==> config.mk <==
export PLATFORM = sky130hd
export DESIGN_NAME = pe_row_ctrl
export DESIGN_NICKNAME = d
export VERILOG_FILES = /design/src/rtl/pe_row_ctrl.sv
export SDC_FILE = /design/constraint.sdc
export NUM_CORES = 1
export LEC_CHECK = 0
export ABC_AREA = 1
export CORE_ASPECT_RATIO = 0.8
export CORE_MARGIN = 2
export CORE_UTILIZATION = 51
export DETAILED_ROUTE_END_ITERATION = 7
export GPL_ROUTABILITY_DRIVEN = 0
export GPL_TIMING_DRIVEN = 0
export HOLD_SLACK_MARGIN = 0.02
export PLACE_DENSITY = 0.89
export SLEW_MARGIN = 20
export SYNTH_ARGS = -nofsm -noshare
export SYNTH_HDL_FRONTEND = slang
export SYNTH_SLANG_ARGS = --single-unit
export TNS_END_PERCENT = 5
==> constraint.sdc <==
create_clock -name clk -period 4 [get_ports clk]
set_input_delay 0.8 -clock clk [delete_from_list [all_inputs] [get_ports clk]]
set_output_delay 0.8 -clock clk [all_outputs]
set_load 0.02 [all_outputs]
==> src/rtl/pe_row_ctrl.sv <==
// pe_row_ctrl: sequencer driving one PE in 1-D row convolution mode with a 3-tap kernel.
// Define PE_ROW_CTRL_PERF_EN to add the stall_cnt performance counter output.
module pe_row_ctrl #(
  parameter int ROW_W    = 8,
  parameter int ROWS_W   = 8,
  parameter int PIPE_LAT = 2
) (
  input  logic              clk,
  input  logic              rst_n,
  input  logic              start,
  input  logic [ROW_W-1:0]  cfg_row_len,
  input  logic [ROWS_W-1:0] cfg_num_rows,
  input  logic              filt_valid,
  output logic              filt_ready,
  input  logic [11:0]       filt_data,
  input  logic              ifmap_valid,
  output logic              ifmap_ready,
  input  logic [7:0]        ifmap_data,
  output logic              pe_en,
  output logic [11:0]       pe_filtr,
  output logic [7:0]        pe_ifmap,
  output logic [13:0]       pe_psum_in,
  input  logic [13:0]       pe_psum_out,
  output logic              psum_valid,
  input  logic              psum_ready,
  output logic [13:0]       psum_data,
  output logic              busy,
  output logic              done
`ifdef PE_ROW_CTRL_PERF_EN
  ,
  output logic [31:0]       stall_cnt
`endif
);

  typedef enum logic [2:0] {
    S_IDLE,
    S_LOAD_FILT,
    S_STREAM,
    S_DRAIN,
    S_DONE
  } state_t;

  localparam int TAG_N = PIPE_LAT - 1;
  localparam int DRN_W = $clog2(PIPE_LAT) + 1;
  localparam logic [DRN_W-1:0] DRN_LAST = DRN_W'(PIPE_LAT - 1);

  state_t             r_state;
  state_t             w_next;
  logic [ROW_W-1:0]   r_row_len;
  logic [ROWS_W-1:0]  r_num_rows;
  logic [ROW_W-1:0]   r_pix_cnt;
  logic [ROWS_W-1:0]  r_row_cnt;
  logic [DRN_W-1:0]   r_drn_cnt;
  logic [11:0]        r_filt;
  logic [TAG_N-1:0]   r_tag;
  logic               r_psum_valid;
  logic               w_adv;
  logic               w_tag_in;
  logic               w_last_pix;
  logic               w_rows_left;
  logic               w_drain_busy;

  assign w_adv        = !r_psum_valid || psum_ready;
  assign w_last_pix   = (r_pix_cnt == r_row_len - ROW_W'(1));
  assign w_rows_left  = (r_row_cnt != r_num_rows - ROWS_W'(1));
  assign w_drain_busy = (r_drn_cnt != DRN_LAST);

  assign pe_filtr   = r_filt;
  assign pe_psum_in = '0;
  assign psum_valid = r_psum_valid;
  assign psum_data  = pe_psum_out;
  assign busy       = (r_state != S_IDLE);

  // NOTE: sequential state is written with non-blocking assignments only.
  always_ff @(posedge clk or negedge rst_n) begin
    if (!rst_n) r_state <= S_IDLE;
    else        r_state <= w_next;
  end

  // NOTE: every signal driven here gets a default first, so no latch is inferred.
  always_comb begin
    w_next      = r_state;
    filt_ready  = 1'b0;
    ifmap_ready = 1'b0;
    pe_en       = 1'b0;
    pe_ifmap    = '0;
    w_tag_in    = 1'b0;
    done        = 1'b0;
    case (r_state)
      S_IDLE: begin
        if (start)
          w_next = (cfg_row_len < ROW_W'(3) || cfg_num_rows == '0) ? S_DONE : S_LOAD_FILT;
      end
      S_LOAD_FILT: begin
        filt_ready = 1'b1;
        if (filt_valid) w_next = S_STREAM;
      end
      S_STREAM: begin
        ifmap_ready = w_adv;
        pe_en       = ifmap_valid && w_adv;
        pe_ifmap    = ifmap_data;
        // Only windows lying wholly inside the current row are tagged.
        w_tag_in    = (r_pix_cnt >= ROW_W'(2));
        if (pe_en && w_last_pix) w_next = S_DRAIN;
      end
      S_DRAIN: begin
        if (w_drain_busy)      pe_en  = w_adv;
        else if (w_rows_left)  w_next = S_STREAM;
        else if (!r_psum_valid) w_next = S_DONE;
      end
      S_DONE: begin
        done   = 1'b1;
        w_next = S_IDLE;
      end
      default: w_next = S_IDLE;
    endcase
  end

  always_ff @(posedge clk or negedge rst_n) begin
    if (!rst_n) begin
      r_row_len  <= '0;
      r_num_rows <= '0;
      r_pix_cnt  <= '0;
      r_row_cnt  <= '0;
      r_drn_cnt  <= '0;
      r_filt     <= '0;
    end else begin
      case (r_state)
        S_IDLE: begin
          if (start) begin
            r_row_len  <= cfg_row_len;
            r_num_rows <= cfg_num_rows;
          end
        end
        S_LOAD_FILT: begin
          if (filt_valid) begin
            r_filt    <= filt_data;
            r_pix_cnt <= '0;
            r_row_cnt <= '0;
          end
        end
        S_STREAM: begin
          if (pe_en) begin
            r_pix_cnt <= r_pix_cnt + ROW_W'(1);
            if (w_last_pix) r_drn_cnt <= '0;
          end
        end
        S_DRAIN: begin
          if (pe_en) begin
            r_drn_cnt <= r_drn_cnt + DRN_W'(1);
          end else if (!w_drain_busy && w_rows_left) begin
            r_pix_cnt <= '0;
            r_row_cnt <= r_row_cnt + ROWS_W'(1);
          end
        end
        default: ;
      endcase
    end
  end

  // NOTE: the tag flops are reset too, so an aborted job can never leak a stale valid.
  always_ff @(posedge clk or negedge rst_n) begin
    if (!rst_n) begin
      r_tag        <= '0;
      r_psum_valid <= 1'b0;
    end else if (pe_en) begin
      r_tag[0] <= w_tag_in;
      for (int i = 1; i < TAG_N; i++) r_tag[i] <= r_tag[i-1];
      r_psum_valid <= r_tag[TAG_N-1];
    end else if (r_psum_valid && psum_ready) begin
      r_psum_valid <= 1'b0;
    end
  end

`ifdef PE_ROW_CTRL_PERF_EN
  logic [31:0] r_stall_cnt;
  logic        w_stall;

  assign w_stall = (r_state == S_STREAM || r_state == S_DRAIN) &&
                   ((ifmap_valid && !w_adv) || (r_psum_valid && !psum_ready));

  always_ff @(posedge clk or negedge rst_n) begin
    if (!rst_n)                         r_stall_cnt <= '0;
    else if (r_state == S_IDLE && start) r_stall_cnt <= '0;
    else if (w_stall && r_stall_cnt != '1) r_stall_cnt <= r_stall_cnt + 32'd1;
  end

  assign stall_cnt = r_stall_cnt;
`endif

endmodule
==> results of run 1 <==
-- registers in the layout (all words and copies together), names as in the netlist --
signal / count
r_drn_cnt: 2
r_row_cnt: 8
r_num_rows: 8
r_tag: 1
pe_filtr: 12
r_state: 3
r_pix_cnt: 8
psum_valid: 1
r_row_len: 8
-- layout make-up --
class | instances | area (µm²)
clock buffer | 5 | 68.8
tap | 84 | 105
buffer | 40 | 299
clock inverter | 3 | 27.5
fill | 497 | 1960
timing repair buffer | 81 | 808
inverter | 58 | 220
sequential | 51 | 1280
multi-input combinational | 318 | 1740
-- cells by family (layout without fill, tap and decap cells) --
family                     after synthesis  after routing
adders and majority gates                6              6
other                                    1             14
xor gates and xnor gates                14             14
buffers and inverters                   98            187
and+or+nand+nor                        230            230
DFF                                     51             51
muxes                                   13             13
AOI/OAI and AO/OA                       41             41
-- metal layers --
| layer | vias up | global-route usage [%] | share of wire (%) |
|---|---|---|---|
| met3 | 19 | 4.66 | 7.8 |
| met2 | 147 | 39.4 | 48 |
| met4 | 0 | 6.76 | 1.4 |
| li1 | 1596 | - | - |
| met1 | 1472 | 29.4 | 43 |
| met5 | - | 0 | 0 |
-- worst reg2reg max path, stage by stage (launching register included) --
cell and delay, ns:
dfrtp_1 0.40, inv_2 0.10, ha_1 0.27, nand2_1 0.07, inv_1 0.04, nor2_1 0.07, nand2_1 0.05, nor2_1 0.09
nand3_1 0.09, nor2_2 0.24, nand3_4 0.13, nand2_2 0.13, inv_4 0.07, buf_12 0.14, nand2_2 0.06, o21ai_2 0.05
-- path summary, 6_finish.rpt --
kind                                    start      endpoint  slack [ns]
worst min register to register          r_tag    psum_valid        0.51
worst max-delay path               r_state[0]   pe_ifmap[0]        0.68
worst min-delay path                    rst_n  pe_filtr[10]        0.50
min in group clk                        r_tag    psum_valid        0.51
max in group asynchronous               rst_n  r_row_len[2]        3.07
worst max register to register  r_num_rows[0]  r_pix_cnt[4]        1.88
-- layout by cell type, fill, tap and decap left out, types with 2 or more instances in the layout --
cell and instances:
nand4_1 9, nand3b_1 3, nand3_4 2, nor2_1 52
o21ai_0 13, clkbuf_8 5, ha_1 6, clkdlybuf4s50_1 80
o21ai_2 14, inv_2 4, nand2_4 3, clkbuf_1 4
buf_2 3, conb_1 14, or2_2 5, buf_6 3
buf_4 29, inv_1 52, dfrtp_1 51, xor2_1 9
xnor2_1 4, nor3_1 6, nand2_1 96, nor4_1 4
mux2_2 13, nand2_2 9, nand3_1 36, nor2_2 3
a21oi_1 12
-- through the flow --
step                util [%]  hold slack [ns]
detailed placement      68.4            0.492
floorplan                  -            0.454
CTS                     69.8            0.511
global route            69.8            0.543
global placement        68.4            0.479
finish                  69.8            0.504
-- power by group through the flow --
| stage | clock [µW] | combinational [µW] | sequential [µW] |
|---|---|---|---|
| after CTS | 324 | 1620 | 837 |
| after global routing | 349 | 1790 | 868 |
| after global placement | 0 | 1540 | 836 |
| after floorplan | 0 | 1030 | 898 |
| final | 318 | 1620 | 841 |
| after detailed placement | 0 | 1610 | 848 |
==> flow_results.org, run 1 <==
** Critical path
- Data arrives at the worst endpoint at 2.52 ns.
- At the worst endpoint, the required time is 3.20 ns.
- Cell-by-cell trace of the critical path :: buf_6, nor3_4, inv_1, clkbuf_1, nor2_1, clkdlybuf4s50_1
- Depth of the worst register-to-register path :: 15
- STA classifies the critical path endpoint as a primary output.
- Worst path slowest cell :: clkdlybuf4s50_1
- Category of cells accounting for the largest share of critical-path delay :: buffers and inverters
- On the worst path, the slowest cell contributes a delay of 0.63 ns.
- STA classifies the critical path startpoint as a flop.
- Category of the critical setup timing path :: reg -> out
- Along the worst path, the maximum fanout reaches 10.
- In this run the number of cells on the critical path is 6.
- Together, buffers and inverters on the worst path number 4.

** Placement
- Setup slack after placement :: 0.769 ns
- Once placement completed, the tool counted placed cells totaling 632.
- Placement-stage cell area :: 0.00445 mm²
- IO Port Bufs :: 81
- Estimated wirelength of the detail-placed design :: 6520 µm

** STA
- For the pin with the worst max-slew slack, the measured transition is 0.637 ns.
- Total negative slack :: 0 ns
- Period utilization :: 83.1%
- After layout, the worst setup slack is 0.676 ns.
- For the final database, setup skew stands at 0.0102 ns.
- The final number of max-transition violations came to 0.
- Post-layout minimum cycle time :: 3.32 ns
- The hold violation total from the final report came to 0.
- Headroom to the max-slew limit came out at 57.6%.
- Timing would allow up to 301 MHz.
- Setup repair after global routing missed its margin :: no
- Setup violations remaining at the end of the flow were counted as 0.

** CTS
- Number of buffers on the longest clock path :: 2
- Sink count of the clock tree :: 51
- In this run the post-CTS setup repair buffer count came out at 0.
- Gates resized, CTS repair :: 0
- In this run the number of H-tree levels came out at 2.
- Inserted Clock Buffers :: 5
- TritonCTS clock tree :: done
- Post-CTS Hold Fix Bufs :: 0
- The later pin in the worst-skew pair is clocked with a latency of 0.31 ns.
- Register clock-pin slew on the reported worst setup and hold paths :: 0.10 ns
- The root buffer cell chosen for the clock tree is clkbuf_8.

** Power and ir drop
- Part of the total power dissipated in sequential elements :: 30.3%
- VDD IR max :: 0.276 mV
- In this run the power spent charging and discharging nets is 1290 µW.
- Post-layout power :: 2780 µW
- P_int :: 1490 µW
- Power density relative to cell area :: 612 mW/mm²
- The clock network is responsible for 11.5% of the overall power.
- Switch share :: 46.3%
- Combinational share of power :: 58.3%
- Reported leakage power :: 0.00219 µW

** Detailed routing
- Post-detailed-route DRC marker count :: 0
- The pre-antenna-repair detailed-routing pass consisted of 5 iterations.
- After detailed routing, the number of vias per cell comes to 5.05.
- Average wire per cell in the routed design :: 13.0 µm
- Vias after detailed routing :: 3234
- For this block, the routed nets add up to 8320 µm of wire.
- The first routing iteration left 184 violations.
- The count of nets left with antenna violations once routing finished came out at 0.

** Synthesis
- Measured against the total synthesized area, the mux share comes to 4.20%.
- Largest area contributor in the synthesized netlist :: dfrtp_1
- The synthesized netlist devotes 3.73% of its cell area to XOR and XNOR gates.
- Dominant combinational cell family by area after synthesis :: simple AND/OR/NAND/NOR gates
- Post-synth top cells :: nand2_1 (96), inv_1 (52), nor2_1 (52)
- Synth cell types :: 36
- The share of synthesized area in the top cell type comes to 36.6%.
- Dividing the synthesized area by the synthesized cell count gives 7.68 µm².
- After Yosys synthesis, and, or, nand and nor cells account for 30.8% of the synthesized area.
- Counting flops and latches in the post-synthesis netlist gives 51.
- Summing the areas of all compound-gate instances in the mapped netlist gives 7.54% of the synthesized area.
- nand2_1 is the most common cell in the netlist.
- Share of the yosys chip area belonging to registers :: 36.6%
- During synthesis, Yosys emitted a total of 0 warnings.
- Cell count after synthesis :: 454
- Most frequently used flop master after synthesis :: dfrtp_1
- Async set-or-reset flop fraction in the synthesized netlist :: 100%
- Adder-cell share of the synthesized area :: 2.15%
- EDFF count, synth :: 0
- Ranking of synthesized cells by area :: dfrtp_1 (37%), nand2_1 (10%), buf_4 (6.0%)
- Post-synthesis cell area :: 0.00349 mm²

** Final layout
- Relative to the synthesized area, the layout overhead comes to 30.4%.
- Antenna Cells :: 0
- Share of post-route cells with drive strength above 1 :: 18.5%
- After routing the design area is 0.00454 mm².
- Post-layout instance count excluding filler cells :: 640
- Final net count :: 617

** Worst hold path
- In this run the worst hold path is classified as in -> async.

** Global routing
- The first global-routing pass estimated 13800 µm of wire.
- For this run the aggregate overflow at the end of global routing stands at 0.
- Pin count of the biggest net entering global routing :: 52
- The number of antenna violations at the first check in global routing was 0.
- Number of global-route vias before repair :: 3159
- Gr usage total :: 23.1%

** Die
- Io pins :: 110
- Effective utilization at floorplan :: 53.6%
- Overall die width :: 96.4 µm
- Vertical die dimension :: 77.9 µm
- Core Area :: 0.00651 mm²
- Area enclosed by the die boundary :: 0.00752 mm²
- Number of rows in the core area :: 26

** Run
- Max-cap violations :: 0

** Outcome
- Run status :: completed
(Power assumes the default switching activity.)
==> run 2, diff against run 1 <==
- CORE_UTILIZATION: 51 -> 43
- PLACE_DENSITY: 0.89 -> 0.8
- clock period: 4 -> 2.7 ns (I/O delays scaled with it)
==> flow_results.org, run 2 (synthesis gave the netlist of run 1 again) <==
** Placement
- The wire-length estimate of the detail-placed layout is 6220 µm.
- Input and output buffers added on the ports amount to 81.

** Final layout
- Relative to the synthesized area, the layout overhead comes to 32.7%.
- For this run, the share of the core covered by cells in the final layout is 58.5%.
- The repair_antennas step left the layout with diodes totalling 0.
- The library cell used most frequently in the layout, excluding fill and tap cells, is nand2_1.
- Final net count :: 620
- Share of post-route cells with drive strength above 1 :: 19.5%
- The register with the most flip-flops in the layout has 12 of them.
- The library cells used most frequently in the layout, excluding fill and tap cells, are nand2_1 (96), clkdlybuf4s50_1 (80), inv_1 (51), nor2_1 (51), dfrtp_1 (51).

** Detailed routing
- Average wire per cell in the routed design :: 12.0 µm
- After detailed routing, the wire length on met1 is 3490 µm.
- Dividing the detail-routed via count by the number of cells gives 4.80.
- After detailed routing, the number of remaining DRC violations is 0.
- Top metal layer carrying routed signals :: met4
- The routed layout has 3199 vias.
- The first TritonRoute pass finished after 4 iterations.
- Detailed routing placed a total of 3840 µm of wire on met2.
- Wire segments on met3 add up to 539 µm in the final route.
- Once detail routing completed, the nets flagged for antenna violations numbered 0.
- Wires add up to 8020 µm.
- DRT iter0 DRCs :: 162

** STA
- Max-slew headroom :: 57.9%
- Slew at the pin closest to its max-slew limit :: 0.631 ns
- The clock arrives with 0.0114 ns of skew.
- Number of max-slew violations in the final report :: 0
- Highest clock rate :: 384 MHz
- # setup viols final :: 0
- Setup repair after global routing missed its margin :: no
- The worst path uses 96.5% of the clock period.
- Adding up every negative setup slack in the final design gives 0 ns.
- The worst path in the final design needs a cycle of 2.61 ns, including I/O delays and setup.
- Final count of hold timing violations :: 0

** Critical path
- Flop-to-flop setup slack :: 0.64 ns
- Cell-by-cell trace of the critical path :: clkdlybuf4s50_1, nor2_1, nor2_2, nand2_4, nand2_4, clkdlybuf4s50_1
- The worst setup path is of the in -> out kind.
- Reg-to-reg critical path startpoint :: r_num_rows[0]
- Depth of the worst register-to-register path :: 15
- In this run the critical register-to-register path is captured at r_pix_cnt[3].
- On the critical path, the stage with the largest delay is an instance of clkdlybuf4s50_1.
- Endpoint kind of the worst setup timing path :: primary output
- Along the worst path, the maximum fanout reaches 5.
- The largest single stage delay on the critical path is 0.62 ns.
- Worst path required time :: 2.16 ns
- CP Data Arrival Time :: 2.07 ns
- Startpoint class of the critical path :: input port

** Die
- The floorplan step set the die width to 105 µm.
- Pin placement for this block handled 110 I/O pins.
- Number of rows in the core area :: 29
- The floorplan step set the die height to 84.5 µm.
- Area enclosed by the die boundary :: 0.00885 mm²
- For this configuration, the core starts out at a cell density of 44.1%.
- The floorplan step defined a core boundary enclosing 0.00791 mm².

** Power and ir drop
- For this design the static power due to leakage is 0.00221 µW.
- The worst-case IR drop observed on VDD is 0.388 mV.
- Dividing total power by cell area gives a power density of 915 mW/mm².
- Share of power burned in the clock network :: 13.0%
- Of the total power, the share spent switching nets is 44.8%.
- Part of the total power dissipated in sequential elements :: 29.6%
- P_int :: 2330 µW
- Combinational share of power :: 57.4%
- For this design the total switching power over the nets is 1900 µW.

** CTS
- TritonCTS clock tree :: done
- TritonCTS created 5 clock buffers.
- Post-CTS Hold Fix Bufs :: 0
- The longest clock path from root to sink contains 2 buffers.
- The cell sitting at the root of the clock tree is a clkbuf_8.
- H-tree levels :: 2
- Clock-pin slew was measured on the worst setup and hold paths at 0.10 ns.
- Sink count of the clock tree :: 51
- The clock reaches the later pin of the worst-skew pair after 0.31 ns.

** Worst hold path
- The tightest min-delay check is of the in -> async type.

** Global routing
- Global routing used 18.5% of the available tracks.
- The number of global-route vias before repair came to 3053.
- Global route overflow :: 0
- Pin count of the biggest net entering global routing :: 52
- The number of antenna violations at the first check in global routing came to 0.
- First-pass GRT wire length :: 13600 µm

** Run
- Max-cap violations :: 0

** Outcome
- Run status :: completed
==> run 2: metrics by stage <==
| stage | setup slack [ns] | power, µW | instance area, µm² | std cells | hold slack [ns] |
|---|---|---|---|---|---|
| after floorplan | 0.656 | 2860 | 3530 | 467 | 0.244 |
| after global placement | -0.403 | 3540 | 4480 | 656 | 0.475 |
| after detailed placement | 0.0104 | 3620 | 4480 | 656 | 0.479 |
| after CTS | 0.0127 | 4220 | 4610 | 665 | 0.262 |
| after global routing | 0.00216 | 4560 | 4630 | 667 | 0.284 |
| final | 0.0933 | 4230 | 4630 | 667 | 0.245 |
==> run 2: metal layers <==
metal | global-route usage [%] | up-vias
met1 | 23.8 | 1459
met4 | 5.45 | 0
met3 | 3.80 | 16
met5 | 0 | -
met2 | 31.7 | 113
li1 | - | 1611
==> run 2: critical path: cells and delay by family <==
kind                   cells  cell delay (ns)
and+or+nand+nor            4             0.43
buffers and inverters      2             1.09
==> run 2: worst max-delay path by stage <==
stage	from	end	slack (ns)
finish	psum_ready	pe_en	0.09
global route	psum_ready	pe_en	0.002
CTS	psum_ready	pe_en	0.01
detailed placement	psum_ready	pe_en	0.01
global placement	rst_n	r_row_cnt[2]	-0.40
floorplan	r_state[0]	ifmap_ready	0.66
==> run 2: power by group through the flow <==
| stage | registers [µW] | clock network (µW) | logic, µW |
|---|---|---|---|
| 2_1_floorplan | 1330 | 0 | 1530 |
| 3_3_place_gp | 1250 | 0 | 2300 |
| 3_5_place_dp | 1260 | 0 | 2360 |
| 4_1_cts | 1250 | 564 | 2410 |
| 5_1_grt | 1280 | 587 | 2690 |
| 6_report | 1250 | 549 | 2430 |
==> run 2: area by class of cell <==
class                      count  area (µm²)
buffer                        39         295
clock buffer                   5        68.8
clock inverter                 3        46.3
fill                         702        3280
inverter                      58         224
multi-input combinational    318        1740
sequential                    51        1280
tap                          108         135
timing repair buffer          84         831
timing repair inverter         1        7.51
==> run 2: what timing repair did <==
action                                  CTS  global route
resized for setup                         1             2
cloned                                    0             1
buffers inserted                          2             1
pin swaps                                 1             1
endpoints found under the setup margin    9            10
==> run 3, diff against run 2 <==
- PLACE_DENSITY: 0.8 -> 0.78
==> flow_results.org, run 3 (synthesis gave the netlist of run 1 again) <==
** CTS
- Inserted Clock Buffers :: 5
- The H-tree was split into 2 levels.
- The later pin in the worst-skew pair is clocked with a latency of 0.31 ns.
- Root buffer selected by CTS :: clkbuf_8
- Sink count of the clock tree :: 51
- TritonCTS clock tree :: done
- Clock-pin slew was measured on the worst setup and hold paths at 0.10 ns.
- Number of buffers on the longest clock path :: 2

** Final layout
- Summing all non-filler instances in the final layout gives an area of 0.00464 mm².
- The register with the most flip-flops in the layout has 12 of them.
- Layout overhead on the synthesized area :: 33.2%
- Leaving out fill and tap cells, the most frequent cell in the layout is nand2_1.
- Antenna Cells :: 0
- After the last flow step, the layout net total stands at 623.
- In the layout the commonest cells are nand2_1 (96), clkdlybuf4s50_1 (70), nor2_1 (52), inv_1 (51), dfrtp_1 (50).
- Share of post-route cells with drive strength above 1 :: 19.8%
- Fill cells in the final layout number 723.

** Die
- Io pins :: 110
- The floorplan step set the die width to 105 µm.
- Effective utilization at floorplan :: 44.1%
- The region available for standard cell placement spans 0.00791 mm².
- Number of rows in the core area :: 29
- Vertical die dimension :: 84.5 µm
- Area enclosed by the die boundary :: 0.00885 mm²

** Global routing
- Entering global routing, the biggest net connects 52 pins.
- For this run, the total global-route usage over all layers was measured as 18.3%.
- The number of antenna violations at the first check in global routing was 0.
- First-pass GRT wire length :: 13400 µm
- The number of global-route vias before repair was 2894.
- Global route overflow :: 0

** Placement
- The placed instances occupy a cell area of 0.00448 mm².
- The count of buffers added on input and output ports is 81.
- Summed over all nets, the half-perimeter wirelength after detailed placement is 6300 µm.

** Power and ir drop
- Dividing total power by cell area gives a power density of 890 mW/mm².
- Reported leakage power :: 0.00236 µW
- Post-layout power :: 4130 µW
- Part of the total power dissipated in sequential elements :: 30.2%
- Combinational logic burns 59.1% of the power.
- Switch share :: 45.4%
- The analysis attributes to net switching a power of 1880 µW.
- P_int :: 2260 µW
- Share of power burned in the clock network :: 10.8%
- VDD sags by at most 0.364 mV.

** STA
- Timing would allow up to 413 MHz.
- The hold violation total from the final report is 0.
- Number of max-slew violations in the final report :: 0
- Post-layout minimum cycle time :: 2.42 ns
- In this run the tightest slew margin relative to its limit is 55.9%.
- Setup repair after global routing left no endpoint under its margin.
- Of the available clock period, the critical path in the final layout requires 89.6%.
- Setup violations remaining at the end of the flow were counted as 0.
- Worst clock skew :: 0.00791 ns
- At the pin with the least slew margin, the transition time is 0.662 ns.

** Critical path
- CP Data Arrival Time :: 1.88 ns
- For the worst setup path, the data required time is 2.16 ns.
- Endpoint kind of the worst setup timing path :: primary output
- Critical Path Fanout Max :: 10
- STA classifies the critical path startpoint as a flop.
- The critical path in this run is classified as reg -> out.

** Detailed routing
- For this block, wires on met1 add up to 3830 µm.
- Pre-antenna DRT Iters :: 4
- Met3 WL :: 448 µm
- Post-detailed-route DRC marker count :: 0
- The count of nets left with antenna violations once routing finished came out at 0.
- DRT iter0 DRCs :: 100
- Vias after detailed routing :: 3164
- Using the TritonRoute via totals, the vias-per-cell ratio works out to 4.72.
- Signal routing reaches up to met4.
- After detailed routing, the total wire length is 8160 µm.
- Average wire per cell in the routed design :: 12.2 µm
- Summed over all nets, wire length on met2 after detailed routing comes to 3830 µm.

** Run
- The tool flagged a number of max-cap violations equal to 0.

** Worst hold path
- Class of the tightest hold or removal check :: in -> async

** Outcome
- Run status :: completed
==> run 3: changes by cell type in the layout (fill, tap and decap cells not counted), sizes merged <==
cell           delta
buf               +3
bufinv            -1
clkbuf            +1
clkdlybuf4s50    -10
clkinv            +1
dlymetal6s2s     +10
inv               -1
==> run 3: layout make-up <==
type	instances	area [µm²]	share of cell area (%)
clock buffer	6	72.6	1.56
clock inverter	2	12.5	0.270
timing repair buffer	87	878	18.9
sequential	51	1280	27.5
inverter	58	224	4.82
multi-input combinational	318	1740	37.5
tap	108	135	2.91
timing repair inverter	1	7.51	0.162
buffer	39	295	6.36
==> run 3: path summary, 6_finish.rpt <==
check | start | end | slack [ns] | depth (start not counted)
hold / removal | rst_n | r_pix_cnt[2] | 0.26 | 1
max in group asynchronous | rst_n | r_state[1] | 1.97 | 1
min in group clk | r_tag | psum_valid | 0.51 | 2
setup reg to reg | r_num_rows[0] | r_pix_cnt[3] | 0.65 | 14
hold reg to reg | r_tag | psum_valid | 0.51 | 2
setup / recovery | r_state[0] | busy | 0.28 | 4
==> run 3: per-layer routing <==
layer / GRT usage [%] / up-vias
met3: 3.49 / 5
met2: 30.2 / 88
met5: 0 / -
li1: - / 1611
met1: 25.5 / 1460
met4: 2.91 / 0
==> run 3: through the flow <==
step           cells  setup TNS [ns]  util [%]  worst slack, ns  hold WS [ns]
3_5_place_dp     656               0      56.6           0.0145         0.495
5_1_grt          670               0      58.7            0.191         0.309
2_1_floorplan    467               0         -            0.656         0.244
3_3_place_gp     656          -22.98      56.6           -0.454         0.476
6_report         670               0      58.7            0.280         0.255
4_1_cts          664               0      57.7         0.000483         0.282
==> run 3: worst max-delay path: stages, from the launching register on <==
cell	delay, ns
dfrtp_1	0.39
buf_6	0.14
nor3_1	0.33
inv_1	0.15
clkdlybuf4s50_1	0.56
==> run 3: power groups by stage <==
stage	clock (µW)	combinational (µW)	sequential [µW]
after floorplan	0	1530	1330
after global placement	0	2300	1240
after detailed placement	0	2370	1260
after CTS	457	2380	1240
after global routing	484	2690	1280
final	445	2440	1250
==> run 3: repair_timing <==
item                                   CTS  global route
pin swaps                                1             1
setup buffers                            1             5
cloned                                   0             1
hold buffers                             0             0
resized for setup                        0            13
setup endpoints to repair                9            10
endpoints found under the hold margin    0             0
